`config.mk`:
```
export PLATFORM = sky130hd
export DESIGN_NAME = mem_ctrl
export DESIGN_NICKNAME = d
export VERILOG_FILES = /design/src/rtl/mem_ctrl_pkg.sv /design/src/rtl/mem_ctrl.sv
export SDC_FILE = /design/constraint.sdc
export NUM_CORES = 1
export LEC_CHECK = 0
export ABC_AREA = 1
export BUFFER_PORTS_ARGS = -buffer_cell sky130_fd_sc_hd__buf_2
export CAP_MARGIN = 10
export CORE_ASPECT_RATIO = 1.2
export CORE_MARGIN = 1
export CORE_UTILIZATION = 25
export DETAILED_ROUTE_END_ITERATION = 10
export PLACE_DENSITY = 0.44
export REMOVE_ABC_BUFFERS = 1
export SYNTH_ARGS = -nofsm -noshare
export SYNTH_HDL_FRONTEND = slang
export SYNTH_SLANG_ARGS = --single-unit
export TNS_END_PERCENT = 5
```
`constraint.sdc`:
```
create_clock -name clk -period 4.4 [get_ports clk]
set_input_delay 0.88 -clock clk [delete_from_list [all_inputs] [get_ports clk]]
set_output_delay 0.88 -clock clk [all_outputs]
set_load 0.01 [all_outputs]
```
`src/rtl/mem_ctrl_pkg.sv`:
```
// rtl/mem_ctrl_pkg.sv - shared widths, state and port encodings for the memory controller
package mem_ctrl_pkg;

    localparam int MEM_ADDR_BUS = 32;
    localparam int REG_BUS      = 32;
    localparam int INST_BUS     = 32;

    typedef enum logic [1:0] {
        MC_IDLE   = 2'd0,
        MC_ACCESS = 2'd1,
        MC_LAST   = 2'd2,
        MC_DONE   = 2'd3
    } mc_state_e;

    typedef enum logic {
        MC_PORT_IF  = 1'b0,
        MC_PORT_MEM = 1'b1
    } mc_port_e;

    function automatic logic [7:0] byte_of(input logic [31:0] word, input logic [1:0] k);
        logic [31:0] shifted;
        shifted = word >> {k, 3'b000};
        return shifted[7:0];
    endfunction

endpackage

```
`src/rtl/mem_ctrl.sv`:
```
// rtl/mem_ctrl.sv - arbitrates fetch and data ports onto a byte-wide synchronous RAM
module mem_ctrl
    import mem_ctrl_pkg::*;
#(
    parameter int RAM_AW = 17
) (
    input  logic                    clk,
    input  logic                    rst,
    input  logic                    if_re,
    input  logic [MEM_ADDR_BUS-1:0] if_addr,
    output logic [INST_BUS-1:0]     if_data,
    output logic                    if_done,
    input  logic                    mem_re,
    input  logic                    mem_we,
    input  logic [MEM_ADDR_BUS-1:0] mem_addr,
    input  logic [REG_BUS-1:0]      mem_wdata,
    input  logic [3:0]              mem_sel,
    output logic [REG_BUS-1:0]      mem_rdata,
    output logic                    mem_done,
    output logic                    busy,
    output logic [RAM_AW-1:0]       ram_addr,
    output logic                    ram_we,
    output logic [7:0]              ram_wdata,
    input  logic [7:0]              ram_rdata
);

    mc_state_e             state_q, state_d;
    mc_port_e              port_q, port_d;
    logic                  we_q, we_d;
    logic [RAM_AW-1:0]     base_q, base_d;
    logic [REG_BUS-1:0]    wdata_q, wdata_d;
    logic [3:0]            sel_q, sel_d;
    logic [1:0]            k_q, k_d;
    logic [31:0]           asm_q, asm_d;
    logic [INST_BUS-1:0]   if_data_q, if_data_d;
    logic [REG_BUS-1:0]    mem_rdata_q, mem_rdata_d;

    logic                  unused_addr_bits;
    assign unused_addr_bits = ^{if_addr[MEM_ADDR_BUS-1:RAM_AW], mem_addr[MEM_ADDR_BUS-1:RAM_AW]};

    always_comb begin
        state_d     = state_q;
        port_d      = port_q;
        we_d        = we_q;
        base_d      = base_q;
        wdata_d     = wdata_q;
        sel_d       = sel_q;
        k_d         = k_q;
        asm_d       = asm_q;
        if_data_d   = if_data_q;
        mem_rdata_d = mem_rdata_q;
        ram_addr    = '0;
        ram_we      = 1'b0;
        ram_wdata   = 8'h00;
        busy        = 1'b0;
        if_done     = 1'b0;
        mem_done    = 1'b0;

        case (state_q)
            MC_IDLE: begin
                if (mem_we || mem_re) begin
                    port_d  = MC_PORT_MEM;
                    we_d    = mem_we;
                    base_d  = mem_addr[RAM_AW-1:0];
                    wdata_d = mem_wdata;
                    sel_d   = mem_sel;
                    k_d     = 2'd0;
                    state_d = MC_ACCESS;
                end else if (if_re) begin
                    port_d  = MC_PORT_IF;
                    we_d    = 1'b0;
                    base_d  = if_addr[RAM_AW-1:0];
                    wdata_d = '0;
                    sel_d   = 4'h0;
                    k_d     = 2'd0;
                    state_d = MC_ACCESS;
                end
            end
            MC_ACCESS: begin
                busy     = 1'b1;
                ram_addr = base_q + RAM_AW'(k_q);
                if (we_q) begin
                    // A reset arriving mid-write must not let the current byte land.
                    ram_we    = sel_q[k_q] & rst;
                    ram_wdata = byte_of(wdata_q, k_q);
                end else if (k_q != 2'd0) begin
                    asm_d = {ram_rdata, asm_q[31:8]};
                end
                k_d = k_q + 2'd1;
                if (k_q == 2'd3) begin
                    state_d = we_q ? MC_DONE : MC_LAST;
                end
            end
            MC_LAST: begin
                busy = 1'b1;
                if (port_q == MC_PORT_IF) begin
                    if_data_d = {ram_rdata, asm_q[31:8]};
                end else begin
                    mem_rdata_d = {ram_rdata, asm_q[31:8]};
                end
                state_d = MC_DONE;
            end
            MC_DONE: begin
                if_done  = (port_q == MC_PORT_IF);
                mem_done = (port_q == MC_PORT_MEM);
                state_d  = MC_IDLE;
            end
            default: state_d = MC_IDLE;
        endcase
    end

    always_ff @(posedge clk) begin
        if (!rst) begin
            state_q     <= MC_IDLE;
            port_q      <= MC_PORT_IF;
            we_q        <= 1'b0;
            base_q      <= '0;
            wdata_q     <= '0;
            sel_q       <= 4'h0;
            k_q         <= 2'd0;
            asm_q       <= '0;
            if_data_q   <= '0;
            mem_rdata_q <= '0;
        end else begin
            state_q     <= state_d;
            port_q      <= port_d;
            we_q        <= we_d;
            base_q      <= base_d;
            wdata_q     <= wdata_d;
            sel_q       <= sel_d;
            k_q         <= k_d;
            asm_q       <= asm_d;
            if_data_q   <= if_data_d;
            mem_rdata_q <= mem_rdata_d;
        end
    end

    assign if_data   = if_data_q;
    assign mem_rdata = mem_rdata_q;

endmodule

```
== Word level (Yosys, flattened, before mapping) ==
Index checks and enable logic that the tools add are counted.
Operators by class
  add/subtract/negate cells: 2
  multipliers: 0
  div/mod/pow operators: 0
  order comparisons: 1
  equality and inequality tests: 6
  shift-type cells: 1
  muxes and demuxes: 27
  bitwise gates (word level): 3
  reductions and logical operators: 12
Operator list (count)
  32-bit two-way mux: 2
  17-bit two-way mux: 3
  32-bit by 5-bit right shift with 8-bit output: 1
  17-bit by 2-bit adder with 17-bit output: 1
  8-bit two-way mux: 2
  1-bit two-way mux: 10
  2-bit two-way mux: 5
  2-bit AND reduction: 5
  4-bit two-way mux: 2
  2-bit one-hot mux with 4 select lines: 1
  2-bit equality test, second input constant: 3
  2-bit nonzero test: 3
  2-bit one-hot mux with 2 select lines: 1
  2-bit by 3-bit less-than comparator with 1-bit output, second input constant: 1
  3-bit inequality test, second input constant: 1
  3-bit AND reduction: 1
  2-bit by 1-bit adder with 2-bit output, second input constant: 1
  1-bit binary-select mux with 2-bit select: 1
  2-bit by 1-bit equality test with 1-bit output, second input constant: 1
  2-bit zero test: 1
  2-bit inequality test, second input constant: 1
  1-bit NOT: 2
  2-bit OR reduction: 1
  1-bit bitwise AND: 1
  1-bit logical OR: 1
Storage, ports and cells
  register bits: 155
  bits in latches: 0
  bits in writable memories: 0
  ROM bits: 0
  input port bits: 113
  output and inout bits: 93
  logic and storage cells: 62
  memories kept: 0

== Logic depth before layout (Yosys ltp) ==
Gate-level depths: netlist of run 1.
  word-level depth: 5
  gate-level depth with buffers: 10
  depth with buffers taken out: 9

== Worst setup path after synthesis of run 1 ==
No wires, ideal clock.
  path type: in2out
  start: input rst
  end: output ram_we
  arrival time: 1.483 ns
  data required time: 3.520 ns
  setup slack: 2.037 ns
  cell stages on the path: 4
  buffers on the path: 2
  cells stage by stage: buf_2 buf_2 nand3_1 a21oi_1
Between the ends
  cells in the longest elaborated chain, start to end: 3
RTL lines
  start: declaration: line mem_ctrl.sv:8  | input logic rst,
  1-bit bitwise AND: line mem_ctrl.sv:84  | ram_we = sel_q[k_q] & rst;
  1-bit two-way mux: line mem_ctrl.sv:82  | if (we_q) begin
  1-bit two-way mux: line mem_ctrl.sv:59  | case (state_q)
  end: declaration: line mem_ctrl.sv:22  | output logic ram_we,
No other way between the ends.

== Worst setup path in the final report of run 1 ==
  start: register state_q[1]
  end: output ram_we
Between the ends
  cells in the longest elaborated chain, start to end: 2
RTL lines
  start: declaration: line mem_ctrl.sv:27  | mc_state_e state_q, state_d;
  start signal: assignment: line mem_ctrl.sv:125  | state_q <= state_d;
  2-bit by 1-bit equality test with 1-bit output: line mem_ctrl.sv:59
  1-bit two-way mux: line mem_ctrl.sv:59
No other way between the ends.

==> impl_metrics.ini, run 1 <==
[setup_path]
rrSetupSlack_ns = 1.47
endpoint_kind = primary output
worst_ep_required_time_ns = 3.52
worstPathMaxFanout = 17
critPathArrivalTime_ns = 2.45
cp-start-kind = flip-flop
criticalPathCategory = reg -> out

[floorplan]
die_w_um = 146.4
dieArea_um2 = 25670
pin_count = 206
core_region_area_um2 = 24670
die_h_um = 175.3
start_util = 0.2536
core.rowCount = 63

[timing]
slew_headroom = 0.3412
tns_ns = 0
hold_slack_ns = 0.4620
fin_crit_ns = 3.329
finalClockSkew_ns = 0.01133
slew_violations = 0
fmax_mhz = 300.4
fin_crit_sh = 0.7566
worstMarginPinSlew_ns = 0.9882
fin_ws_ns = 1.071
hold_viol_final = 0
setup-violations-final = 0
rsz0062_at_grt = false

[global_routing]
grt_pass1_vias = 5739
track_usage = 0.1491
grt_max_degree = 108
antenna_found_initial = 0
grt-ovfl-total = 0
grt_pass1_wl_mm = 30.04

[detailed_routing]
detail_route.iter0.violations = 199
vias_per_cell = 4.302
route.detailed.drc = 0
totalWireLength_mm = 18.92
drtPass1Iterations = 4
drtAntennaViolNets = 0
post_drt_wl_per_cell_um = 13.61
num_vias = 5980

[power]
clkPwrFrac = 0.311
seqPwrFrac = 0.395
leakagePower_nw = 3.677
power-per-cell-area_nw_per_um2 = 598.7
swShare = 0.3749
p_int_mw = 2.970
power_switching_mw = 1.782
comb_power_share = 0.294
vdd_drop_max_mv = 0.2139

[synth]
synth_seq_cells = 147
synth_ff_type = dfxtp_1
syn_inst = 900
synth.avg_cell_area_um2 = 6.953
ys_warn_count = 0
synthArstFlopShare = 0
synth.lib_cells_used.distinct = 27
synthesis.area_um2 = 6257
ys_seq_area_frac = 0.4703
synth_edf_count = 0

[clocking]
root_buffer = clkbuf_16
cts_sinks = 147
hold_buffers = 0
cts-buffers-inserted = 17
cts_tree = yes
clkTransAtPathRegs_ns = 0.07
cts_setup_buffers = 0
h-tree-depth = 4
clock_latency_ns = 0.42
cts_buffer_depth = 2
cts_resized = 0

[cells_and_area]
area_growth_syn_to_layout_pct = 26.83
final_cell_mix = 263 x nor2_1, 178 x nand2_1, 175 x buf_2
layout_commonest_cell = nor2_1
stdcell_count = 1390
fillers = 2740
fin_area_um2 = 7936
fin_nets = 1175
antenna_cells = 0
drive_above_1_share = 0.2131

[place]
placed_area_um2 = 7338
dp_slack_ns = 1.345
dpl.hpwl_mm = 12.06
io_buffers = 175
dp.cells = 1358
gp_congestion = 0.7702

[min_path]
hold_path.class = reg -> reg

[run_status]
outcome = completed

[run]
cap_violations = 0
## through the flow
| stage | utilization | power [mW] |
|---|---|---|
| finish | 0.3217 | 4.752 |
| global route | 0.3217 | 5.125 |
| CTS | 0.3217 | 4.862 |
| detailed placement | 0.2974 | 3.341 |
| global placement | 0.2974 | 3.332 |
| floorplan | - | 2.742 |
## routing by layer
metal / up-vias / share of wire / global-route usage / wire (µm)
met5: - / 0 / 0 / 0
met3: 8 / 0.044 / 0.03429 / 842
met2: 119 / 0.49 / 0.2573 / 9192
met1: 2689 / 0.46 / 0.1828 / 8665
met4: 0 / 0.012 / 0.04688 / 222
li1: 3164 / - / - / -
## cells by family after synthesis
group	Yosys count	share of synthesized area
AO/OA/AOI/OAI	198	0.1606
buffers and inverters	85	0.06379
XOR/XNOR	1	0.001400
AND/OR/NAND/NOR	459	0.2827
flip-flops	147	0.4703
adder cells (fa/ha/maj)	10	0.02120
## layout make-up
class / instances / area (µm²) / area share
sequential: 147 / 2943 / 0.3708
clock inverter: 14 / 158.9 / 0.02002
tap: 325 / 406.6 / 0.05124
clock buffer: 18 / 439.2 / 0.05534
inverter: 34 / 127.6 / 0.01608
timing repair buffer: 184 / 943.4 / 0.1189
multi-input combinational: 668 / 2918 / 0.3676
## worst paths after layout
kind,start,end,depth (start not counted)
max,state_q[1]$_SDFFE_PN0P_,ram_we,7
max reg2reg,k_q[0]$_SDFFE_PN0P_,asm_q[20]$_SDFFE_PN0P_,9
min,wdata_q[30]$_SDFFE_PN0P_,wdata_q[30]$_SDFFE_PN0P_,2
min reg2reg,wdata_q[30]$_SDFFE_PN0P_,wdata_q[30]$_SDFFE_PN0P_,2
## worst max-delay path, cell delays in order (launching register included)
cell and delay [ns]:
dfxtp_1 0.33, inv_1 0.12, ha_1 0.60, nand2_1 0.45
inv_1 0.17, nand3_1 0.09, a21oi_1 0.11, buf_2 0.17
## sequential cells by signal, summed over array words and instances (netlist names)
signal,flops
sel_q,4
wdata_q,32
k_q,2
we_q,1
port_q,1
if_data,32
base_q,17
state_q,2
asm_q,24
mem_rdata,32
## synth_stat cells (3+ instances only)
cell type / n / area (µm²)
a21oi_1: 65 / 325.3
buf_2: 13 / 65.06
buf_4: 3 / 22.52
buf_6: 7 / 78.83
clkbuf_1: 28 / 105.1
dfxtp_1: 147 / 2943
ha_1: 9 / 112.6
inv_1: 30 / 112.6
inv_2: 4 / 15.01
nand2_1: 178 / 668.1
nand3_1: 8 / 40.04
nor2_1: 264 / 991.0
o21ai_0: 128 / 640.6
o21ai_1: 3 / 15.01
## power groups by stage
stage	Sequential (mW)	Clock [mW]	Combinational, mW
6_report	1.88	1.48	1.40
2_1_floorplan	1.93	0	0.809
4_1_cts	1.88	1.54	1.44
5_1_grt	1.93	1.58	1.62
3_5_place_dp	1.91	0	1.43
3_3_place_gp	1.90	0	1.43
(Power assumes the default switching activity.)
==> inputs of run 2 (changes only) <==
ABC_AREA = 0   (was 1)
clock period = 3.4 ns   (was 4.4 ns; I/O delays follow)
==> impl_metrics.ini, run 2 <==
[timing]
finalClockSkew_ns = 0.01309
fin_crit_sh = 0.8795
hold_viol_final = 0
slew_violations = 0
rsz0062_at_grt = false
fmax_mhz = 334.4
fin_crit_ns = 2.990
fin_ws_ns = 0.4095
setup-violations-final = 0
slew_headroom = 0.3265
worstMarginPinSlew_ns = 1.010

[synth]
synth_edf_count = 0
synthXorXnorAreaFrac = 0.01380
synth.lib_cells_used.distinct = 40
synthArstFlopShare = 0
synth.avg_cell_area_um2 = 8.721
synth-compound-area-share = 0.2014
synth_ff_type = dfxtp_1
ys_seq_area_frac = 0.4635
synth_top_area_cell = dfxtp_1
yosys-top-cells-area = dfxtp_1 46%, nand2_1 12%, a21boi_1 7.9%, nor2b_1 5.0%, a22oi_1 4.4%
synth_mux_area_frac = 0.03350
synth_seq_cells = 147
yosys-top-cells-count = 201 x nand2_1, 147 x dfxtp_1, 67 x a21boi_1
synth_most_common_cell = nand2_1
synth_simple_gate_area_frac = 0.2288
synth_top_area_share = 0.4635
synth_adder_area_share = 0.02089
synthesis.area_um2 = 6349
syn_inst = 728
synth_top_family_by_area = simple AND/OR/NAND/NOR gates
ys_warn_count = 0

[clocking]
cts_resized = 0
h-tree-depth = 4
hold_buffers = 0
cts-buffers-inserted = 17
cts_sinks = 147
clock_latency_ns = 0.42
cts_buffer_depth = 2
clkTransAtPathRegs_ns = 0.06
cts_setup_buffers = 0
root_buffer = clkbuf_16
cts_tree = yes

[cells_and_area]
drive_above_1_share = 0.2617
regArea_um2 = 2943
stdcell_count = 1219
area_growth_syn_to_layout_pct = 28.83
fillers = 2649
antenna_cells = 0
layout_commonest_cell = nand2_1
fin_nets = 1004
multi_input_area_um2 = 3197
final_cell_mix = 201 x nand2_1, 174 x buf_2, 147 x dfxtp_1

[floorplan]
core_region_area_um2 = 24830
dieArea_um2 = 26040
core.rowCount = 63
die_h_um = 176.6
die_w_um = 147.5
start_util = 0.2557
pin_count = 206

[setup_path]
critPathArrivalTime_ns = 2.31
r2r_cells = 6
cp.depth = 7
cp_slowest_cell = or3_1
worstPathMaxFanout = 5
r2r_end = asm_q[17]$_SDFFE_PN0P_
criticalPathCategory = reg -> out
worst_ep_required_time_ns = 2.72
cp-start-kind = flip-flop
endpoint_kind = primary output
cp_cell_sequence = ha_1, fa_1, and4_1, nand3_1, or3_1, a21boi_1, buf_2
critical_path_buf_inv_count = 1
slowest_delay_ns = 0.37
rrSetupSlack_ns = 1.24
reg2reg_from = k_q[0]$_SDFFE_PN0P_
cp_top_family = simple AND/OR/NAND/NOR gates

[detailed_routing]
post_drt_wl_per_cell_um = 14.85
route.detailed.drc = 0
totalWireLength_mm = 18.10
vias_per_cell = 4.473
drtPass1Iterations = 4
num_vias = 5452
drtAntennaViolNets = 0
detail_route.iter0.violations = 194

[global_routing]
grt-ovfl-total = 0
grt_pass1_vias = 5403
antenna_found_initial = 0
grt_max_degree = 63
grt_pass1_wl_mm = 29.35
track_usage = 0.1449

[power]
vdd_drop_max_mv = 0.3500
power-per-cell-area_nw_per_um2 = 699.8
leakagePower_nw = 3.404

[min_path]
hold_path.class = reg -> reg
hold_start = mem_rdata[18]$_SDFFE_PN0P_
worst_hold_path.endpoint = mem_rdata[18]$_SDFFE_PN0P_
hold_depth = 2

[place]
dp.cells = 1187
gp_congestion = 0.6894
dp_slack_ns = 0.8156
io_buffers = 175
dpl.hpwl_mm = 11.58

[run]
cap_violations = 0

[run_status]
outcome = completed
-- run 2: layer usage --
layer | wire (µm) | GRT usage | up-vias
met3 | 780 | 0.03488 | 6
li1 | - | - | 2783
met5 | 0 | 0 | -
met2 | 8974 | 0.2585 | 113
met1 | 8219 | 0.1727 | 2550
met4 | 126 | 0.03737 | 0
-- run 2: stage by stage --
stage	hold slack, ns	total power, mW	instance area (µm²)	setup TNS (ns)	util
final	0.4503	5.723	8179	0	0.3294
after global placement	0.4394	3.772	7548	0	0.3040
after detailed placement	0.4445	3.779	7548	0	0.3040
after global routing	0.4624	6.114	8179	0	0.3294
after floorplan	0.4442	3.120	6133	-1.011	-
after CTS	0.4531	5.860	8179	0	0.3294
-- run 2: how the worst max path moves through the flow --
stage	from	end	slack (ns)
final	base_q[0]$_SDFFE_PN0P_	ram_addr[16]	0.41
after detailed placement	base_q[0]$_SDFFE_PN0P_	ram_addr[16]	0.82
after global placement	base_q[0]$_SDFFE_PN0P_	ram_addr[16]	0.81
after global routing	base_q[0]$_SDFFE_PN0P_	ram_addr[16]	0.22
after floorplan	mem_re	sel_q[0]$_SDFFE_PN0P_	-0.03
after CTS	base_q[0]$_SDFFE_PN0P_	ram_addr[16]	0.35
-- run 2: cell families (layout without fill, tap and decap cells) --
| logic type | after synthesis | in the layout |
|---|---|---|
| xor+xnor | 10 | 10 |
| mux | 10 | 10 |
| flops | 147 | 147 |
| simple gates | 312 | 312 |
| buf+inv | 61 | 227 |
| compound gates | 178 | 178 |
| fa+ha+maj | 10 | 10 |
-- run 2: report_power, final --
group / internal [mW] / switching (mW)
Sequential: 1.96 / 0.188
Clock: 1.25 / 0.796
Combinational: 0.611 / 0.920
Total: 3.82 / 1.90
-- run 2: cell type report --
class                      instances  area share
tap                              325     0.04972
clock inverter                    13     0.02417
clock buffer                      19     0.05293
timing repair buffer             188      0.1193
inverter                           7    0.003212
sequential                       147      0.3598
multi-input combinational        520      0.3909
-- run 2: worst reg2reg max path: cells and delay by family, from the launching register on --
| family | cells | cell delay (ns) |
|---|---|---|
| buffers and inverters | 2 | 0.37 |
| flip-flops | 1 | 0.33 |
| AO/OA/AOI/OAI | 1 | 0.08 |
| AND/OR/NAND/NOR | 2 | 1.01 |
| adder cells (fa/ha/maj) | 1 | 0.26 |
